**src/rtl/mult_pkg.sv**
```systemverilog
// mult_pkg: shared FSM state type and sizing helper for the sequential multiplier
package mult_pkg;
    typedef enum logic [1:0] {IDLE, RUN, DONE} state_t;
    function automatic int cnt_w(int w);
        return $clog2(w) + 1;
    endfunction
endpackage

```
**src/rtl/add_sub_n.sv**
```systemverilog
// add_sub_n: combinational ripple adder/subtractor built from full_adder cells
module add_sub_n #(
    parameter int N = 9
) (
    input  logic [N-1:0] A,
    input  logic [N-1:0] B,
    input  logic         Sub,
    output logic [N-1:0] S
);
    logic [N-1:0] bx;
    logic [N-1:0] c;
    assign bx   = B ^ {N{Sub}};
    assign c[0] = Sub;
    for (genvar i = 0; i < N - 1; i++) begin : g_fa
        full_adder u_fa (.a(A[i]), .b(bx[i]), .cin(c[i]), .s(S[i]), .cout(c[i+1]));
    end
    // carry out of the top bit is never needed, so the MSB is a plain sum bit
    assign S[N-1] = A[N-1] ^ bx[N-1] ^ c[N-1];
endmodule

```
**src/rtl/full_adder.sv**
```systemverilog
// full_adder: single-bit full adder cell
module full_adder (
    input  logic a,
    input  logic b,
    input  logic cin,
    output logic s,
    output logic cout
);
    assign s    = a ^ b ^ cin;
    assign cout = (a & b) | (cin & (a ^ b));
endmodule

```
**src/rtl/seq_mult_n.sv**
```systemverilog
// seq_mult_n: add-shift multiplier, one partial product per clock, signed or unsigned
module seq_mult_n
    import mult_pkg::*;
#(
    parameter int WIDTH = 8
) (
    input  logic               Clk,
    input  logic               Reset_n,
    input  logic               Start,
    input  logic               Signed_mode,
    input  logic [WIDTH-1:0]   Multiplicand,
    input  logic [WIDTH-1:0]   Multiplier,
    output logic               Busy,
    output logic               Done,
    output logic [2*WIDTH-1:0] Product
);
    localparam int CW = cnt_w(WIDTH);
    localparam logic [CW-1:0] LAST = CW'(WIDTH - 1);
    state_t state, state_d;
    logic [WIDTH-1:0] a_q, b_q, s_q, a_d, b_d;
    logic [CW-1:0] count;
    logic mode, last;
    logic [WIDTH:0] sum;
    assign last = count == LAST;
    // signed mode subtracts the multiplicand on the sign-bit step
    add_sub_n #(.N(WIDTH + 1)) u_add (
        .A({mode & a_q[WIDTH-1], a_q}),
        .B(b_q[0] ? {mode & s_q[WIDTH-1], s_q} : '0),
        .Sub(mode & last),
        .S(sum)
    );
    assign a_d  = sum[WIDTH:1];
    assign b_d  = {sum[0], b_q[WIDTH-1:1]};
    assign Busy = state != IDLE;
    assign Done = state == DONE;
    always_comb begin
        state_d = (state == IDLE) ? (Start ? RUN : IDLE) :
                  (state == RUN)  ? (last ? DONE : RUN)  : IDLE;
    end
    always_ff @(posedge Clk or negedge Reset_n) begin
        if (!Reset_n) begin
            state   <= IDLE;
            a_q     <= '0;
            b_q     <= '0;
            s_q     <= '0;
            count   <= '0;
            mode    <= 1'b0;
            Product <= '0;
        end else begin
            state <= state_d;
            if (state == IDLE && Start) begin
                s_q   <= Multiplicand;
                b_q   <= Multiplier;
                a_q   <= '0;
                count <= '0;
                mode  <= Signed_mode;
            end else if (state == RUN) begin
                a_q   <= a_d;
                b_q   <= b_d;
                count <= count + CW'(1);
                if (last) Product <= {a_d, b_d};
            end
        end
    end
endmodule

```
**config.mk**
```make
export PLATFORM = sky130hd
export DESIGN_NAME = seq_mult_n
export DESIGN_NICKNAME = d
export VERILOG_FILES = /design/src/rtl/mult_pkg.sv /design/src/rtl/add_sub_n.sv /design/src/rtl/full_adder.sv /design/src/rtl/seq_mult_n.sv
export SDC_FILE = /design/constraint.sdc
export NUM_CORES = 1
export LEC_CHECK = 0
export CAP_MARGIN = 10
export CORE_MARGIN = 1
export CORE_UTILIZATION = 35
export CTS_BUF_LIST = sky130_fd_sc_hd__clkbuf_8
export DETAILED_ROUTE_END_ITERATION = 16
export PLACE_DENSITY_LB_ADDON = 0.25
export SLEW_MARGIN = 20
export SYNTH_ARGS = -nofsm -noshare
export SYNTH_HDL_FRONTEND = slang
export SYNTH_SLANG_ARGS = --single-unit
```
**constraint.sdc**
```tcl
create_clock -name Clk -period 4 [get_ports Clk]
set_input_delay 0.4 -clock Clk [delete_from_list [all_inputs] [get_ports Clk]]
set_output_delay 0.4 -clock Clk [all_outputs]
set_load 0.01 [all_outputs]
```
==> impl_metrics.py <==
metrics = {
    "clocking": {
        "cts_num_sinks": 47,
        "clock-root-buffer": "clkbuf_8",
        "cts-htree-levels": 2,
        "ctsHoldBuffers": 0,
        "max-clock-path-buffers": 2,
        "cts_tree": "yes",
        "numCtsBuffers": 5,
        "clk_pin_slew_ns": 0.09,
        "clk_latency_ns": 0.30,
    },
    "route": {
        "wirelength_um": 4630,
        "routedWlPerCell_um": 13.7,
        "first_pass_iters": 4,
        "remaining_drc_errors": 0,
        "ant_nets": 0,
        "num_vias": 1652,
        "routed_via_density": 4.87,
        "initialDrtViolationCount": 73,
    },
    "synth": {
        "mappedNetlistArea_um2": 2260,
        "synth.distinct_cells": 36,
        "syn_inst": 222,
        "yosysWarnings": 0,
        "avgSynthCellArea_um2": 10.2,
        "ys_seq_elements": 47,
        "synth_nets": 250,
        "ys_seq_area_frac": 0.521,
    },
    "timing": {
        "finalSetupViolCount": 1,
        "maxSlewViolCount": 0,
        "max_slew.worst_pin.slew_ns": 0.819,
        "grt_setup_unrepaired": "yes",
        "slew-limit-headroom": 0.454,
        "skew_ns": 0.00749,
        "fin_crit_ns": 4.06,
        "hold_viol_final": 0,
        "period_share": 1.01,
        "fmax_mhz": 247,
        "holdWs_ns": 0.107,
        "fin_ws_ns": -0.0556,
    },
    "setup_path": {
        "cp_max_fo": 4,
        "critical_path_class": "reg -> reg",
        "setup.worst_path.start_class": "flop",
        "arrival_ns": 4.24,
        "worstPathRequired_ns": 4.18,
        "rr_worst_depth": 15,
        "crit_path_end_kind": "flop",
    },
    "cells_and_area": {
        "fin_util": 0.473,
        "drive_gt1_frac": 0.163,
        "final_cell_mix": "81 x nand2_1, 47 x dfrtp_1, 36 x clkdlybuf4s50_1, 14 x o21ai_0, 10 x buf_4",
        "n_antenna_cell": 0,
        "final_net_count": 291,
        "stdcell_count": 339,
        "area_growth_pct": 27.0,
        "final_common_cell": "nand2_1",
    },
    "grt": {
        "grt_pass1_vias": 1686,
        "grt-ovfl-total": 0,
        "grt_max_degree": 48,
        "antenna_found_initial": 0,
        "grt_usage": 0.156,
        "grt_pass1_wl_um": 7920,
    },
    "place": {
        "port-buffer-count": 37,
        "dp.cells": 330,
        "post-place-ws_ns": -0.0655,
        "gp_congestion": 0.724,
        "dpl.hpwl_um": 3130,
    },
    "status": {
        "violations": "setup timing",
        "status": "finished with violations",
    },
    "job": {
        "max_cap_viol_count": 0,
    },
    "floorplanning": {
        "die_width_um": 82.3,
        "coreArea_um2": 6060,
        "die_area_um2": 6770,
        "die-height_um": 82.3,
        "start_util": 0.372,
        "rows": 28,
        "ios": 38,
    },
    "power_and_ir_drop": {
        "p_per_area_nw_per_um2": 770,
        "p_leak_uw": 0.00131,
        "irDropWorstVdd_uv": 323,
    },
    "worst_hold_path": {
        "hold_class": "in -> async",
    },
}
==> area by class of cell <==
type	count	area (um2)
Sequential cell	47	1180
Fill cell	592	3200
Tap cell	75	93.8
Clock inverter	3	23.8
Multi-Input combinational cell	157	1040
Timing Repair Buffer	46	435
Clock buffer	5	68.8
Inverter	6	22.5
==> worst paths after layout <==
path,start,to,slack (ns)
min in group Clk,Product[6],Product[6],0.48
worst max register to register,count[1],a_q[7],-0.06
max in group asynchronous,Reset_n,s_q[6],3.48
worst min register to register,Product[6],Product[6],0.48
worst max-delay path,count[1],a_q[7],-0.06
worst min-delay path,Reset_n,Product[1],0.11
==> layer usage <==
layer	GRT usage	part of all wire	routed length (um)	vias to the layer above
met5	0	0	0	-
met4	0.0474	0.011	51	0
met3	0.0363	0.054	248	4
met2	0.254	0.45	2110	42
met1	0.207	0.48	2220	795
li1	-	-	-	811
==> synthesized netlist by cell type <==
library cell   n  area share
a21o_1         1      0.0033
nand3b_1       1      0.0033
or2_2          1      0.0028
and4b_2        1      0.0050
clkbuf_1       4      0.0067
inv_1          6       0.010
o21ai_0       14       0.031
nand3_1        2      0.0044
nor4bb_1       1      0.0044
nor2b_1        1      0.0028
xnor3_1        1       0.010
a211oi_1       1      0.0033
o211ai_1       1      0.0033
o311ai_1       1      0.0039
nand2_1       81        0.13
a221o_1        1      0.0044
dfrtp_1       47        0.52
nand2b_1       2      0.0055
and2b_1        1      0.0033
ha_1           1      0.0055
mux2_2         9       0.045
or3_1          1      0.0028
nor2_1         3      0.0050
xnor2_1        7       0.027
xor2_1         2      0.0078
fa_1           7       0.062
a22oi_1        8       0.027
nand4_1        1      0.0028
buf_2          6       0.013
buf_6          1      0.0050
mux2i_1        2      0.0089
o22ai_1        2      0.0055
buf_1          1      0.0017
nand4b_4       1       0.011
nor3b_1        1      0.0033
or4_1          1      0.0033
==> what timing repair did <==
action	CTS	global route
setup buffers	0	1
gates resized for setup	0	3
endpoints found under the setup margin	2	2
pin swaps	1	5
==> through the flow <==
| stage | power (uW) | setup TNS [ns] | area [um2] |
|---|---|---|---|
| floorplan | 1540 | -0.187 | 2300 |
| global placement | 1900 | -0.00502 | 2750 |
| detailed placement | 1920 | -0.127 | 2750 |
| CTS | 2220 | -0.111 | 2850 |
| global route | 2430 | -0.203 | 2870 |
| finish | 2210 | -0.0556 | 2870 |
==> state kept, by name, summed over array words and instances (netlist names) <==
signal	flops
count	4
a_q	8
b_q	8
mode	1
state	2
Product	16
s_q	8
==> logic make-up (layout without fill, tap and decap cells) <==
| kind of cell | after synthesis | in the layout | synth area share |
|---|---|---|---|
| adder cells (fa/ha/maj) | 8 | 8 | 0.0677 |
| AO/OA/AOI/OAI | 29 | 29 | 0.0815 |
| XOR/XNOR | 10 | 10 | 0.0449 |
| flip-flops | 47 | 47 | 0.521 |
| multiplexers | 11 | 11 | 0.0538 |
| buffers and inverters | 18 | 60 | 0.0366 |
| AND/OR/NAND/NOR | 99 | 99 | 0.194 |
==> power breakdown <==
| part | leakage (uW) | switching (uW) | total [uW] | internal (uW) |
|---|---|---|---|---|
| combinational | 0.000689 | 527 | 1060 | 531 |
| sequential | 0.000585 | 154 | 856 | 703 |
| clock | 0.0000408 | 167 | 292 | 125 |
==> critical path: stages, from the launching register on <==
cell      delay [ns]
dfrtp_1         0.42
ha_4            0.17
and4b_2         0.26
mux2_4          0.27
fa_2            0.34
fa_2            0.34
fa_2            0.34
fa_2            0.35
fa_2            0.34
inv_2           0.06
fa_2            0.20
fa_2            0.24
a211oi_1        0.07
mux2i_1         0.14
o311ai_1        0.11
a221o_1         0.30
No activity file was read; power rests on OpenSTA's default activity.
